## src/rtl/multi_unit_cdb_arbiter.sv

```systemverilog
// Multi-unit common-data-bus arbiter.
// Each functional unit pushes results into its own small FIFO. One head entry
// per cycle is selected and broadcast on a registered common data bus. The
// selection is round-robin, and channel 0 (the branch unit) can be given
// fixed priority. A flush empties every FIFO and squashes the broadcast.
module multi_unit_cdb_arbiter #(
    parameter int WIDTH     = 31,
    parameter int ROB       = 2,
    parameter int CONTROL   = 6,
    parameter int CHANNELS  = 3,
    parameter int DEPTH     = 2,
    parameter int PRIO_MODE = 1
) (
    input  logic                              clk,
    input  logic                              globalReset,
    input  logic [CHANNELS-1:0]               reqValid,
    output logic [CHANNELS-1:0]               reqReady,
    input  logic [CHANNELS*(WIDTH+1)-1:0]     reqData,
    input  logic [CHANNELS*(ROB+1)-1:0]       reqRob,
    input  logic [CHANNELS*(CONTROL+1)-1:0]   reqControl,
    input  logic                              flush,
    output logic                              cdbValid,
    output logic [WIDTH:0]                    cdbData,
    output logic [ROB:0]                      cdbRob,
    output logic [CONTROL:0]                  cdbControl,
    output logic [$clog2(CHANNELS)-1:0]       cdbSource
);

    localparam int DW   = WIDTH + 1;
    localparam int RW   = ROB + 1;
    localparam int CW   = CONTROL + 1;
    localparam int EW   = DW + RW + CW;
    localparam int SW   = $clog2(CHANNELS);
    localparam int PW   = (DEPTH > 1) ? $clog2(DEPTH) : 1;
    localparam int CNTW = $clog2(DEPTH + 1);
    localparam logic [CNTW-1:0] DEPTH_C = CNTW'(DEPTH);
    localparam logic [PW-1:0]   LAST_C  = PW'(DEPTH - 1);

    // Per-channel FIFO state
    logic [EW-1:0]   mem_q    [CHANNELS][DEPTH];
    logic [EW-1:0]   mem_d    [CHANNELS][DEPTH];
    logic [PW-1:0]   wr_ptr_q [CHANNELS];
    logic [PW-1:0]   wr_ptr_d [CHANNELS];
    logic [PW-1:0]   rd_ptr_q [CHANNELS];
    logic [PW-1:0]   rd_ptr_d [CHANNELS];
    logic [CNTW-1:0] count_q  [CHANNELS];
    logic [CNTW-1:0] count_d  [CHANNELS];

    // Arbitration and broadcast state
    logic [SW-1:0]   rr_q, rr_d;
    logic            cdb_valid_q, cdb_valid_d;
    logic [DW-1:0]   cdb_data_q, cdb_data_d;
    logic [RW-1:0]   cdb_rob_q, cdb_rob_d;
    logic [CW-1:0]   cdb_control_q, cdb_control_d;
    logic [SW-1:0]   cdb_source_q, cdb_source_d;

    logic [CHANNELS-1:0] nonempty_s;
    logic                grant_found_s;
    logic                grant_s;
    logic [SW-1:0]       grant_idx_s;
    logic [EW-1:0]       head_s;

    // Advance a FIFO pointer, wrapping at DEPTH
    function automatic logic [PW-1:0] next_ptr(input logic [PW-1:0] ptr);
        if (ptr == LAST_C) begin
            return '0;
        end else begin
            return ptr + PW'(1);
        end
    endfunction

    // Ready depends only on registered occupancy
    always_comb begin
        for (int i = 0; i < CHANNELS; i++) begin
            reqReady[i]   = (count_q[i] < DEPTH_C);
            nonempty_s[i] = (count_q[i] != '0);
        end
    end

    // Pick one non-empty channel: optional fixed priority for channel 0, then round-robin after rr_q
    always_comb begin
        int cand;
        cand          = 0;
        grant_found_s = 1'b0;
        grant_idx_s   = '0;
        if ((PRIO_MODE == 1) && nonempty_s[0]) begin
            grant_found_s = 1'b1;
            grant_idx_s   = '0;
        end else begin
            for (int k = 1; k <= CHANNELS; k++) begin
                cand = (int'(rr_q) + k) % CHANNELS;
                if (!grant_found_s && nonempty_s[cand] &&
                    !((PRIO_MODE == 1) && (cand == 0))) begin
                    grant_found_s = 1'b1;
                    grant_idx_s   = SW'(cand);
                end else begin
                    grant_found_s = grant_found_s;
                end
            end
        end
        grant_s = grant_found_s && !flush;
        head_s  = mem_q[grant_idx_s][rd_ptr_q[grant_idx_s]];
    end

    // FIFO next-state: enqueue, dequeue on grant, flush empties everything
    always_comb begin
        logic enq;
        logic deq;
        mem_d = mem_q;
        for (int i = 0; i < CHANNELS; i++) begin
            enq         = reqValid[i] && reqReady[i] && !flush;
            deq         = grant_s && (grant_idx_s == SW'(i));
            wr_ptr_d[i] = wr_ptr_q[i];
            rd_ptr_d[i] = rd_ptr_q[i];
            count_d[i]  = count_q[i];
            if (flush) begin
                wr_ptr_d[i] = '0;
                rd_ptr_d[i] = '0;
                count_d[i]  = '0;
            end else begin
                if (enq) begin
                    mem_d[i][wr_ptr_q[i]] = {reqData[i*DW +: DW],
                                             reqRob[i*RW +: RW],
                                             reqControl[i*CW +: CW]};
                    wr_ptr_d[i] = next_ptr(wr_ptr_q[i]);
                end else begin
                    wr_ptr_d[i] = wr_ptr_q[i];
                end
                if (deq) begin
                    rd_ptr_d[i] = next_ptr(rd_ptr_q[i]);
                end else begin
                    rd_ptr_d[i] = rd_ptr_q[i];
                end
                case ({enq, deq})
                    2'b10:   count_d[i] = count_q[i] + CNTW'(1);
                    2'b01:   count_d[i] = count_q[i] - CNTW'(1);
                    default: count_d[i] = count_q[i];
                endcase
            end
        end
    end

    // Broadcast register and round-robin pointer next-state
    always_comb begin
        cdb_valid_d   = 1'b0;
        cdb_data_d    = cdb_data_q;
        cdb_rob_d     = cdb_rob_q;
        cdb_control_d = cdb_control_q;
        cdb_source_d  = cdb_source_q;
        rr_d          = rr_q;
        if (grant_s) begin
            cdb_valid_d   = 1'b1;
            cdb_data_d    = head_s[EW-1 -: DW];
            cdb_rob_d     = head_s[CW +: RW];
            cdb_control_d = head_s[CW-1:0];
            cdb_source_d  = grant_idx_s;
            if ((PRIO_MODE == 1) && (grant_idx_s == '0)) begin
                rr_d = rr_q;
            end else begin
                rr_d = grant_idx_s;
            end
        end else begin
            cdb_valid_d = 1'b0;
        end
    end

    // State registers with synchronous active-low reset
    always_ff @(posedge clk) begin
        if (!globalReset) begin
            for (int i = 0; i < CHANNELS; i++) begin
                for (int j = 0; j < DEPTH; j++) begin
                    mem_q[i][j] <= '0;
                end
                wr_ptr_q[i] <= '0;
                rd_ptr_q[i] <= '0;
                count_q[i]  <= '0;
            end
            rr_q          <= SW'(CHANNELS - 1);
            cdb_valid_q   <= 1'b0;
            cdb_data_q    <= '0;
            cdb_rob_q     <= '0;
            cdb_control_q <= '0;
            cdb_source_q  <= '0;
        end else begin
            mem_q         <= mem_d;
            wr_ptr_q      <= wr_ptr_d;
            rd_ptr_q      <= rd_ptr_d;
            count_q       <= count_d;
            rr_q          <= rr_d;
            cdb_valid_q   <= cdb_valid_d;
            cdb_data_q    <= cdb_data_d;
            cdb_rob_q     <= cdb_rob_d;
            cdb_control_q <= cdb_control_d;
            cdb_source_q  <= cdb_source_d;
        end
    end

    assign cdbValid   = cdb_valid_q;
    assign cdbData    = cdb_data_q;
    assign cdbRob     = cdb_rob_q;
    assign cdbControl = cdb_control_q;
    assign cdbSource  = cdb_source_q;

endmodule

```

## config.mk

```make
export PLATFORM = sky130hd
export DESIGN_NAME = multi_unit_cdb_arbiter
export DESIGN_NICKNAME = d
export VERILOG_FILES = /design/src/rtl/multi_unit_cdb_arbiter.sv
export SDC_FILE = /design/constraint.sdc
export NUM_CORES = 1
export LEC_CHECK = 0
export ABC_AREA = 1
export BUFFER_PORTS_ARGS = -buffer_cell sky130_fd_sc_hd__buf_2
export CAP_MARGIN = 5
export CORE_UTILIZATION = 30
export DETAILED_ROUTE_END_ITERATION = 8
export SKIP_CTS_REPAIR_TIMING = 1
export SYNTH_ARGS = -nofsm -noshare
export SYNTH_HDL_FRONTEND = slang
export SYNTH_SLANG_ARGS = --single-unit
```

## constraint.sdc

```tcl
create_clock -name clk -period 3.9 [get_ports clk]
set_input_delay 0.39 -clock clk [delete_from_list [all_inputs] [get_ports clk]]
set_output_delay 0.39 -clock clk [all_outputs]
set_load 0.1 [all_outputs]
```

**Word-level counts from Yosys, hierarchy flattened**

Cells that the tools add are included.

- Word-level logic and storage cells: 155
- Bits in read-only memories: 0
- Flip-flop bits (word level): 311
- Memory bits (writable): 0
- Latch bits: 0
- Memories: 0
- Output and inout bits: 48
- Bits of input ports: 132

- Reductions and logical operators: 39
- Add/sub/neg operators: 15
- Shift operators: 0
- Magnitude comparators: 14
- Div/mod/pow operators: 3
- Equality and inequality tests: 8
- Mux-type cells: 47
- $mul: 0
- Bitwise operators: 8

Operators by type and width:

| cell | count |
|---|---|
| 84-bit bitwise mux | 3 |
| 42-bit 2-to-1 mux | 6 |
| 84-bit binary-select mux with 2-bit select | 1 |
| 84-bit 2-to-1 mux | 2 |
| 42-bit demux with 1-bit select | 3 |
| 32-bit logical NOT | 3 |
| 32-bit by 4-bit less-than comparator with 1-bit output, second input constant | 3 |
| 32-bit by 3-bit modulo with 32-bit output, second input constant | 3 |
| 1-bit 2-to-1 mux | 21 |
| 1-bit logical AND | 18 |
| 2-bit one-hot mux with 2 select lines | 3 |
| 2-bit nonzero test | 6 |
| 1-bit binary-select mux with 2-bit select | 4 |
| 2-bit by 1-bit == test with 1-bit output, second input constant | 4 |
| 2-bit == test, second input constant | 4 |
| 2-bit >= comparator, second input constant | 4 |
| 2-bit 2-to-1 mux | 4 |
| 1-bit NOT with 2-bit output | 4 |
| 2-bit AND reduction | 4 |
| 1-bit adder, second input constant | 6 |
| 2-bit by 1-bit adder with 2-bit output, second input constant | 3 |
| 2-bit by 2-bit adder with 3-bit output, second input constant | 2 |
| 1-bit logical NOT | 6 |
| 2-bit by 1-bit less-than comparator with 1-bit output, second input constant | 3 |
| other kinds (8) | 14 |

**Longest topological paths before layout**

Gate-level depths: netlist of the first run.

- Word-level depth: 26
- Depth in mapped cells: 19
- Mapped depth without buffers: 17

**Worst setup path before layout of the first run**

OpenSTA, ideal clock, no wires.

- Kind: register -> register
- Start point: reg count_q[3] (netlist bit)
- End point: reg count_q[4] (netlist bit)
- Cell stages (with the launch flop): 16
- Setup slack: 985 ps
- Setup time: 70 ps
- Period minus slack after synthesis: 2,915 ps
- Data arrival time: 2,845 ps
- Buffers on the path: 2
- Data required time: 3,830 ps
- Cell sequence: dfxtp_1 > inv_1 > nand2_1 > nand2_1 > nand3_1 > nand2_2 > nand3_2 > nand3_2 > nand3_4 > buf_6 > buf_2 > nand3_1 > inv_2 > ha_1 > or2_2 > a21oi_1

- Longest elaborated chain between the ends: 21
- Elaborated cells on any way between the ends: 34
- Those cells by class: 2 x eq/ne; 20 x mux; 12 x reduce/logical

RTL lines:

| element | RTL line | text |
|---|---|---|
| start: declaration | 46 | `logic [CNTW-1:0] count_q [CHANNELS];` |
| start signal: assignment | 188 | `count_q <= count_d;` |
| 2-bit nonzero test * | 76 | `nonempty_s[i] = (count_q[i] != '0);` |
| 1-bit binary-select mux with 2-bit select | 92 | `if (!grant_found_s && nonempty_s[cand] &&` |
| 1-bit 2-to-1 mux (not written as such) (2 in a row) | 92 |  |
| 1-bit logical AND | 92 |  |
| 1-bit 2-to-1 mux | 92 |  |
| 1-bit 2-to-1 mux | 86 | `if ((PRIO_MODE == 1) && nonempty_s[0]) begin` |
| 1-bit logical NOT | 92 |  |
| 1-bit logical AND (2 in a row) | 92 |  |
| (+2 left out) | -- |  |
| 1-bit logical NOT | 92 |  |
| 1-bit logical AND (2 in a row) | 92 |  |
| 2-bit 2-to-1 mux or 1-bit 2-to-1 mux (tied branches) | 92 |  |
| 2-bit 2-to-1 mux or 1-bit 2-to-1 mux (tied branches) | 86 |  |
| 2-bit logical NOT or 1-bit logical AND (tied branches) | 112, 101 |  |
| 1-bit logical AND * | 112 | `deq = grant_s && (grant_idx_s == SW'(i));` |
| 2-bit by 1-bit == test with 1-bit output or 2-bit == test (tied branches) | 134 | `case ({enq, deq})` |
| 2-bit one-hot mux with 2 select lines or 2-bit nonzero test (tied branches) | -- |  |

Every way passes the cells marked *; elsewhere a longest branch is shown, timed or not. The select of a mux whose other input is x is not followed.
A chain may end at the register's enable or synchronous reset.

**Worst setup path after layout of the first run**

- Start point: reg rr_q[0]
- End point: reg cdb_data_q[22], in the netlist cdbData[22]

- Longest elaborated chain between the ends: 26
- Elaborated cells on any way between the ends: 50
- Those cells by class: 3 x add/sub; 3 x div; 28 x mux; 2 x bitwise; 14 x reduce/logical

RTL lines:

| element | RTL line | text |
|---|---|---|
| start: declaration | 50 | `logic [SW-1:0] rr_q, rr_d;` |
| start signal: assignment | 178 | `rr_q <= SW'(CHANNELS - 1);` |
| start signal: assignment | 189 | `rr_q <= rr_d;` |
| 2-bit by 1-bit adder with 3-bit output | 91 | `cand = (int'(rr_q) + k) % CHANNELS;` |
| 32-bit by 3-bit modulo with 32-bit output | 91 |  |
| 1-bit binary-select mux with 2-bit select | 92 |  |
| 1-bit 2-to-1 mux (not written as such) (2 in a row) | 92 |  |
| 1-bit logical AND | 92 |  |
| 1-bit 2-to-1 mux | 92 |  |
| 1-bit 2-to-1 mux | 86 |  |
| 1-bit logical NOT | 92 |  |
| (+5 left out) | -- |  |
| 1-bit logical AND (2 in a row) | 92 |  |
| 2-bit 2-to-1 mux | 92 |  |
| 2-bit 2-to-1 mux | 86 |  |
| 2-bit NOT with 3-bit output (not written as such) | 102 | `head_s = mem_q[grant_idx_s][rd_ptr_q[grant_idx_s]];` |
| 1-bit binary-select mux with 2-bit select | 102 |  |
| 1-bit 2-to-1 mux (not written as such) (2 in a row) | 102 |  |
| 1-bit NOT with 2-bit output (not written as such) | 102 |  |
| 42-bit 2-to-1 mux (not written as such) (3 in a row) | 102 |  |
| end signal: assignment | 191 | `cdb_data_q <= cdb_data_d;` |
| end: declaration | 52 | `logic [DW-1:0] cdb_data_q, cdb_data_d;` |

Parallel ways exist; a longest one is shown, timed or not. The select of a mux whose other input is x is not followed.

==> summary.md, run 1 <==
| Metric | Value |
|---|---|
| Run status | `finished, final reports clean` |
| Non-filler cells, final | `2762` |
| Crit path top cell by count | `nand2_1` |
| Tot GR Track Use | `0.192` |
| Worst Tran Pin Value | `1250 ps` |
| Power per cell area | `840 nW/µm²` |
| Clock latency at the later pin of the worst-skew pair | `530 ps` |
| Seq/Total Area, Yosys | `0.443` |
| Critical path fanouts, max | `29` |
| Hold Path Class | `input port to flop` |
| Initial DRC Count | `1137` |
| Routed WL | `46100 µm` |
| CTS tree | `done` |
| Max Fclk | `291 MHz` |
| Clock transition at path regs | `60 ps` |
| Critical Path Sink Type | `flop` |
| TritonCTS Buffers | `36` |
| DP Worst Slack | `468 ps` |
| TritonRoute pass-1 iters | `5` |
| Worst Slack Setup Final | `469 ps` |
| Synth Area per Inst | `6.86 µm²` |
| Share of cells above drive strength 1 | `0.135` |
| FF+latch count, synth | `311` |
| Worst Path Arrival | `3870 ps` |
| CP Class | `flop to flop` |
| Worst IR Drop VDD | `0.506 mV` |
| Post-detailed-route wirelength per cell | `16.7 µm` |
| Post-DP HPWL | `30500 µm` |
| Sum of negative setup slack | `0 ps` |
| Final critical-path required period | `3430 ps` |
| # H-tree levels | `2` |
| Via count | `13.5k` |
| Vias/cell | `4.89` |
| Synthesized area | `14100 µm²` |
| Max-cap violations | `0` |
| Unrepaired setup endpoints after global routing | `false` |
| # setup viols final | `0` |
| Total number of yosys warnings | `0` |
| DRT antenna net count | `0` |
| Worst Path Required | `4340 ps` |
| Die area | `47700 µm²` |
| Fin area | `16400 µm²` |
| Row count | `78` |
| Number of I/O pins | `180` |
| # DRC | `0` |
| Number of global-route vias before repair | `12.9k` |
| Largest net degree at the start of global routing | `132` |
| Final hold viol count | `0` |
| Post-route clock period utilization | `0.880` |
| Largest stage delay, worst path | `480 ps` |
| Max-slew violations | `0` |
| First-pass GRT wire length | `72100 µm` |
| Post-synth net total | `2187` |
| Deepest clock path buffer count | `3` |
| Chip height | `218 µm` |
| CTS root buf | `clkbuf_16` |
| Crit-path cells | `inv_1, ha_1, nor2_1, inv_1, nand2_1, nand2_1, inv_1, nand3_2, nand3_2, nand3_4, inv_2, nand2_1, nand2_2, buf_4, nand2_1, nand2_1, nand2_1, a21oi_1` |
| Slowest-stage cell, CP | `inv_2` |
| # placed instances | `2694` |
| NumNets Final | `2271` |
| Remaining Overflow, GRT | `0` |
| Post-Syn Instances | `2048` |
| Unique masters post-synth | `31` |
| Placer Congestion | `0.856` |
| Antenna violations before repair | `9` |
| Clock skew | `14.7 ps` |
| Slew headroom | `0.165` |
| Dpl cell area | `15300 µm²` |
| Initial core utilization | `0.307` |
| Leakage power | `7.25 nW` |
| Layout area overhead | `17.1%` |
| Die X | `218 µm` |
| CP Launch Type | `flop` |
| CTS sink count | `311` |
| IO buf count | `179` |
| Core area | `45800 µm²` |
## cells in the final DEF, fill, tap and decap left out, types with 2 or more instances in the layout
cell	netlist	layout
a21oi_1	264	264
buf_12	0	2
buf_2	31	178
buf_4	6	23
bufinv_16	0	2
clkbuf_1	106	7
clkbuf_16	0	37
clkbuf_8	0	8
clkinv_2	0	5
dfxtp_1	311	311
diode_2	0	7
ha_1	7	7
inv_1	233	231
inv_2	7	11
inv_6	0	2
nand2_1	503	501
nand2_2	2	4
nand3_1	97	94
nand3_2	4	4
nand3_4	3	6
nand4_1	88	88
nor2_1	99	98
nor2_2	3	2
nor2_4	1	3
nor3_1	4	4
o21ai_0	252	252
xnor2_1	2	2
## logic make-up (layout without fill, tap and decap cells)
group                      Yosys count  in the layout  share of synthesized area
and+or+nand+nor                    806            806                      0.247
AOI/OAI and AO/OA                  521            521                      0.186
buffers and inverters              400            507                      0.115
DFF                                311            311                      0.443
adders and majority gates            7              7                    0.00623
xor gates and xnor gates             2              2                    0.00125
muxes                                1              1                   0.000712
other                                0              7                          0
## per-stage QoR
stage | utilization | power [W] | hold WS, ps
after global placement | 0.334 | 0.0104 | 432
after CTS | 0.359 | 0.0139 | 74.1
after global routing | 0.359 | 0.0148 | 92.9
final | 0.359 | 0.0138 | 93.0
after detailed placement | 0.334 | 0.0105 | 438
after floorplan | - | 0.00892 | 424
## Yosys cell counts, drive strengths merged
| master | n | area share |
|---|---|---|
| a211oi | 1 | 0.00053 |
| nand2 | 505 | 0.14 |
| nand4 | 89 | 0.040 |
| nor3 | 4 | 0.0014 |
| mux2i | 1 | 0.00071 |
| o21bai | 1 | 0.00053 |
| ha | 7 | 0.0062 |
| nand3 | 104 | 0.041 |
| clkbuf | 106 | 0.028 |
| buf | 52 | 0.023 |
| inv | 240 | 0.064 |
| or2 | 1 | 0.00045 |
| xnor2 | 2 | 0.0012 |
| o211ai | 1 | 0.00053 |
| a21oi | 265 | 0.095 |
| o21ai | 253 | 0.090 |
| nor2 | 103 | 0.029 |
| clkinv | 2 | 0.00053 |
| dfxtp | 311 | 0.44 |
## report_power, final
part | switching [W] | internal (W)
Clock | 0.00136 | 0.00202
Combinational | 0.00508 | 0.00175
Sequential | 0.000150 | 0.00346
## critical path: cells and delay by family, from the launching register on
kind / cells / cell delay (ps)
and+or+nand+nor: 11 / 1370
buffers and inverters: 5 / 1060
adders and majority gates: 1 / 380
DFF: 1 / 370
AOI/OAI and AO/OA: 1 / 140
## registers in the layout (all words and copies together) (netlist names), 2 cells and up
| register | cells |
|---|---|
| wr_ptr_q | 3 |
| cdbRob | 3 |
| mem_q | 252 |
| count_q | 6 |
| rd_ptr_q | 3 |
| cdbSource | 2 |
| cdbData | 32 |
| rr_q | 2 |
| cdbControl | 7 |
## path summary, 6_finish.rpt
kind | cells after the start | slack, ps | start | end
setup / recovery | 18 | 470 | rr_q[0] | cdbData[22]
hold / removal | 3 | 90 | reqData[69] | mem_q[15]
hold reg to reg | 2 | 440 | mem_q[64] | mem_q[64]
setup reg to reg | 18 | 470 | rr_q[0] | cdbData[22]
## per-layer routing
layer / up-vias / wire length, µm / track usage / part of all wire
met4: 4 / 1510 / 0.0734 / 0.033
li1: 6804 / - / - / -
met3: 93 / 3100 / 0.0420 / 0.067
met2: 372 / 20400 / 0.304 / 0.44
met5: - / 26 / 0 / 0.00056
met1: 6235 / 21000 / 0.254 / 0.46
## layout make-up
| cell class | instances | area (µm²) |
|---|---|---|
| diodes | 7 | 17.5 |
| clock buffers | 52 | 1060 |
| clock inverters | 9 | 103 |
| fillers | 4866 | 29300 |
| inverters | 242 | 908 |
| multi-input cells | 1337 | 6270 |
| flip-flops and latches | 311 | 6230 |
| well taps | 600 | 751 |
| repair buffers | 204 | 1110 |
Power figures use the tool's default switching activity.
==> run 2, diff against run 1 <==
MAX_ROUTING_LAYER = met4   (was unset)
==> run 2 against run 1 <==
Sequential power about the same. Via count down 0.21%. Wire length decreased by 0.84%. Design area about the same. Clock-buffer cell count fell by 2. Worst hold slack improved by 1.9 ps. Clock power down 1%. Maximum frequency up 0.21%. Critical path type unchanged.
==> summary.md, run 2 (synthesis gave the netlist of run 1 again) <==
| Metric | Value |
|---|---|
| Run status | `finished, final reports clean` |
| Largest net degree at the start of global routing | `129` |
| Antenna violations before repair | `9` |
| Via count | `13.5k` |
| DRT antenna net count | `0` |
| # DRC | `0` |
| Routed WL | `45700 µm` |
| Largest register FFs | `252` |
| Worst Slack Setup Final | `476 ps` |
| Post-route clock period utilization | `0.878` |
| CTS tree | `done` |
| Slew headroom | `0.257` |
| Final critical-path required period | `3420 ps` |
| Share of cells above drive strength 1 | `0.137` |
| TritonCTS Buffers | `36` |
| Worst IR Drop VDD | `0.386 mV` |
| Unrepaired setup endpoints after global routing | `false` |
| CP Class | `flop to flop` |
| CP Launch Type | `flop` |
| Worst Tran Pin Value | `1110 ps` |
| Deepest clock path buffer count | `3` |
| Post-DP HPWL | `30600 µm` |
| Initial DRC Count | `1063` |
| Sum of negative setup slack | `0 ps` |
| CTS sink count | `311` |
| Layout area overhead | `17.0%` |
| Max Fclk | `292 MHz` |
| Commonest cells after routing, fill and taps aside | `nand2_1 (501), dfxtp_1 (311), a21oi_1 (264)` |
| Clock latency at the later pin of the worst-skew pair | `530 ps` |
| # setup viols final | `0` |
| TritonRoute pass-1 iters | `6` |
| Max-slew violations | `0` |
| Core area | `45800 µm²` |
| Post-detailed-route wirelength per cell | `16.5 µm` |
| Tot GR Track Use | `0.196` |
| NumNets Final | `2269` |
| First-pass GRT wire length | `71600 µm` |
| CTS root buf | `clkbuf_16` |
| Worst Path Required | `4320 ps` |
| Number of global-route vias before repair | `12.7k` |
| Die X | `218 µm` |
| Critical path fanouts, max | `27` |
| Leakage power | `7.25 nW` |
| Most common cell after layout, fill and taps aside | `nand2_1` |
| # H-tree levels | `2` |
| Remaining Overflow, GRT | `0` |
| Initial core utilization | `0.307` |
| Power per cell area | `835 nW/µm²` |
| Critical Path Sink Type | `flop` |
| Placer Congestion | `0.891` |
| Clock transition at path regs | `60 ps` |
| Final hold viol count | `0` |
| Biggest register | `mem_q` |
| Vias/cell | `4.88` |
| Worst Path Arrival | `3850 ps` |
| DP Worst Slack | `495 ps` |
| Clock skew | `29.9 ps` |
| Max-cap violations | `0` |
| Die area | `47700 µm²` |
| Number of I/O pins | `180` |
| Chip height | `218 µm` |
| Hold Path Class | `input port to flop` |
| IO buf count | `179` |
| Row count | `78` |
-- run 2: final cells by class --
| class | count | area [µm²] |
|---|---|---|
| well taps | 600 | 751 |
| multi-input cells | 1337 | 6270 |
| inverters | 242 | 908 |
| fillers | 4858 | 29300 |
| flip-flops and latches | 311 | 6230 |
| repair buffers | 202 | 1100 |
| clock inverters | 14 | 114 |
| clock buffers | 50 | 1050 |
| diodes | 7 | 17.5 |
-- run 2: metrics by stage --
step	instances	instance area, µm²	utilization	total power (W)	hold slack [ps]
2_1_floorplan	2048	14100	-	0.00892	424
3_3_place_gp	2692	15300	0.333	0.0104	432
3_5_place_dp	2692	15300	0.333	0.0105	437
4_1_cts	2756	16400	0.359	0.0138	80.7
5_1_grt	2763	16400	0.359	0.0147	104
6_report	2763	16400	0.359	0.0137	94.9
-- run 2: routing by layer --
metal	part of all wire	global-route usage	up-vias
met5	0	-	-
met4	0.020	0.0485	0
met3	0.058	0.0299	68
met2	0.46	0.314	349
met1	0.46	0.257	6266
li1	-	-	6797
-- run 2: critical path, stage by stage, from the launching register on --
cell and delay [ps]:
dfxtp_1 360, inv_1 90, ha_1 390, nor2_1 240, inv_1 60, nand2_1 70
nand2_1 70, inv_1 150, nand3_2 140, nand3_4 270, nand3_4 380, nand3_1 270
inv_2 60, ha_1 310, or2_2 310, a21oi_1 140
-- run 2: power breakdown --
group	internal [W]	switching, W
registers	0.00346	0.000158
logic	0.00174	0.00504
clock network	0.00196	0.00137
total	0.00715	0.00657
-- run 2: path summary, 6_finish.rpt --
check	startpoint	slack (ps)	to	cells after the start
worst min register to register	mem_q[64]	440	mem_q[64]	2
worst max-delay path	rr_q[0]	480	count_q[4]	15
worst min-delay path	reqData[64]	90	mem_q[10]	3
worst max register to register	rr_q[0]	480	count_q[4]	15
==> run 3, diff against run 2 <==
ABC_AREA = unset   (was 1)
==> run 3 against run 2 <==
Design area shrank 4.3%. Global-route usage grew 0.51 points. Sequential power shrank 6.4%. Largest power group is now sequential cells. Worst hold slack gained 32 ps. First-iteration DRC count shrank 14%. Via count shrank 13%.
==> summary.md, run 3 <==
| Metric | Value |
|---|---|
| Run status | `finished, final reports clean` |
| CP Class | `flop to flop` |
| Number of flops mapped to enable cells by yosys | `0` |
| FF+latch count, synth | `311` |
| Async set-reset flop share out of synthesis | `0` |
| Unique masters post-synth | `41` |
| Share of cells above drive strength 1 | `0.156` |
| Deepest clock path buffer count | `3` |
| Chip height | `212 µm` |
| Commonest cells after routing, fill and taps aside | `nand2_1 (598), dfxtp_1 (311), a21boi_0 (252)` |
| Critical path fanouts, max | `32` |
| Top cells by count, synth | `nand2_1 (598), dfxtp_1 (311), a21boi_0 (252)` |
| Final critical-path required period | `3380 ps` |
| Number of global-route vias before repair | `11.4k` |
| Critical Path Sink Type | `flop` |
| Worst Path Arrival | `3810 ps` |
| Row count | `76` |
| CTS tree | `done` |
| Post-detailed-route wirelength per cell | `18.8 µm` |
| Fillers | `4529` |
| Via count | `11.7k` |
| Sum of negative setup slack | `0 ps` |
| Remaining Overflow, GRT | `0` |
| Max-cap violations | `0` |
| Initial DRC Count | `910` |
| # H-tree levels | `2` |
| Worst Tran Pin Value | `1200 ps` |
| Post-Syn Instances | `1647` |
| Most common cell after layout, fill and taps aside | `nand2_1` |
| TritonCTS Buffers | `36` |
| Hold Path Class | `input port to flop` |
| Synth top area share | `0.472` |
| Leakage power | `5.66 nW` |
| Layout area overhead | `19.2%` |
| Post-synth net total | `1786` |
| Largest register FFs | `252` |
| Unrepaired setup endpoints after global routing | `false` |
| Area leader, netlist | `dfxtp_1` |
| Largest net degree at the start of global routing | `129` |
| Number of I/O pins | `180` |
| TritonRoute pass-1 iters | `5` |
| Vias/cell | `4.97` |
| NumNets Final | `1887` |
| # placed instances | `2295` |
| Max Fclk | `296 MHz` |
| Non-filler cells, final | `2364` |
| Synth top area cells | `dfxtp_1 (47%), nand2_1 (17%), a21boi_0 (14%), clkbuf_1 (3.5%), a311o_1 (3.2%)` |
| CTS sink count | `311` |
| Power per cell area | `496 nW/µm²` |
| CTS root buf | `clkbuf_16` |
| Total number of yosys warnings | `0` |
| Initial core utilization | `0.306` |
| Top-count cell post-synth | `nand2_1` |
| Worst Path Required | `4330 ps` |
| # setup viols final | `0` |
| Worst IR Drop VDD | `0.242 mV` |
| DRT antenna net count | `0` |
| CP Launch Type | `flop` |
| Placer Congestion | `0.826` |
| Synth Area per Inst | `8.01 µm²` |
| Seq/Total Area, Yosys | `0.472` |
| Clock latency at the later pin of the worst-skew pair | `520 ps` |
| Core area | `43200 µm²` |
| Synthesized area | `13200 µm²` |
| Routed WL | `44400 µm` |
| Register area | `6230 µm²` |
| Final hold viol count | `0` |
| IO buf count | `179` |
| Biggest register | `mem_q` |
| Die X | `212 µm` |
| Clock skew | `10.8 ps` |
| Clock transition at path regs | `60 ps` |
| Post-route clock period utilization | `0.866` |
| Post-DP HPWL | `28200 µm` |
| Tot GR Track Use | `0.201` |
| Die area | `44800 µm²` |
| First-pass GRT wire length | `67100 µm` |
| Combined area of the multi-input logic cells | `6470 µm²` |
| Slew headroom | `0.198` |
| # DRC | `0` |
| Antenna violations before repair | `6` |
| Main synth FF type | `dfxtp_1` |
| Max-slew violations | `0` |
## run 3: layer usage
metal / track usage / part of all wire / vias up
met5: - / 0 / -
met4: 0.0522 / 0.016 / 0
met3: 0.0338 / 0.057 / 52
met2: 0.329 / 0.47 / 330
met1: 0.255 / 0.45 / 5611
li1: - / - / 5753
## run 3: power by group
part,switching [W],internal [W],total [W],leakage [nW]
Combinational,0.000812,0.000261,0.00107,2.54
Clock,0.00133,0.00201,0.00333,0.589
Sequential,0.0000834,0.00331,0.00339,2.53
## run 3: cell type report
cell class | count | share of cell area
diodes | 7 | 0.00111
clock inverters | 9 | 0.00485
clock buffers | 53 | 0.0697
multi-input cells | 1193 | 0.412
inverters | 7 | 0.00167
flip-flops and latches | 311 | 0.396
well taps | 585 | 0.0465
repair buffers | 199 | 0.0685
## run 3: worst paths after layout
path	slack [ps]	cells after the start	endpoint	start
worst min-delay path	130	3	mem_q[154]	reqData[50]
worst min register to register	460	2	mem_q[182]	mem_q[182]
worst max-delay path	520	10	cdbData[9]	rr_q[0]
worst max register to register	520	10	cdbData[9]	rr_q[0]
## run 3: kinds of logic after synthesis
family	synth area share
xor+xnor	0.00598
compound gates	0.270
fa+ha+maj	0.00664
simple gates	0.201
buf+inv	0.0439
flops	0.472
## run 3: worst max-delay path, stage by stage, from the launching register on
cell	delay (ps)
dfxtp_1	380
inv_1	90
ha_1	260
nor2b_1	150
o22ai_1	340
o21a_2	600
nand2_1	120
a31o_2	550
buf_4	330
a311o_1	270
a31oi_1	180
## run 3: per-stage QoR
stage,cell area [µm²],power [W],setup WS (ps),utilization,hold WS [ps]
after floorplan,13200,0.00419,1110,-,443
after global placement,14500,0.00451,662,0.337,450
after detailed placement,14500,0.00453,512,0.337,457
after CTS,15700,0.00787,503,0.364,106
after global routing,15700,0.00808,357,0.364,122
final,15700,0.00780,521,0.364,127
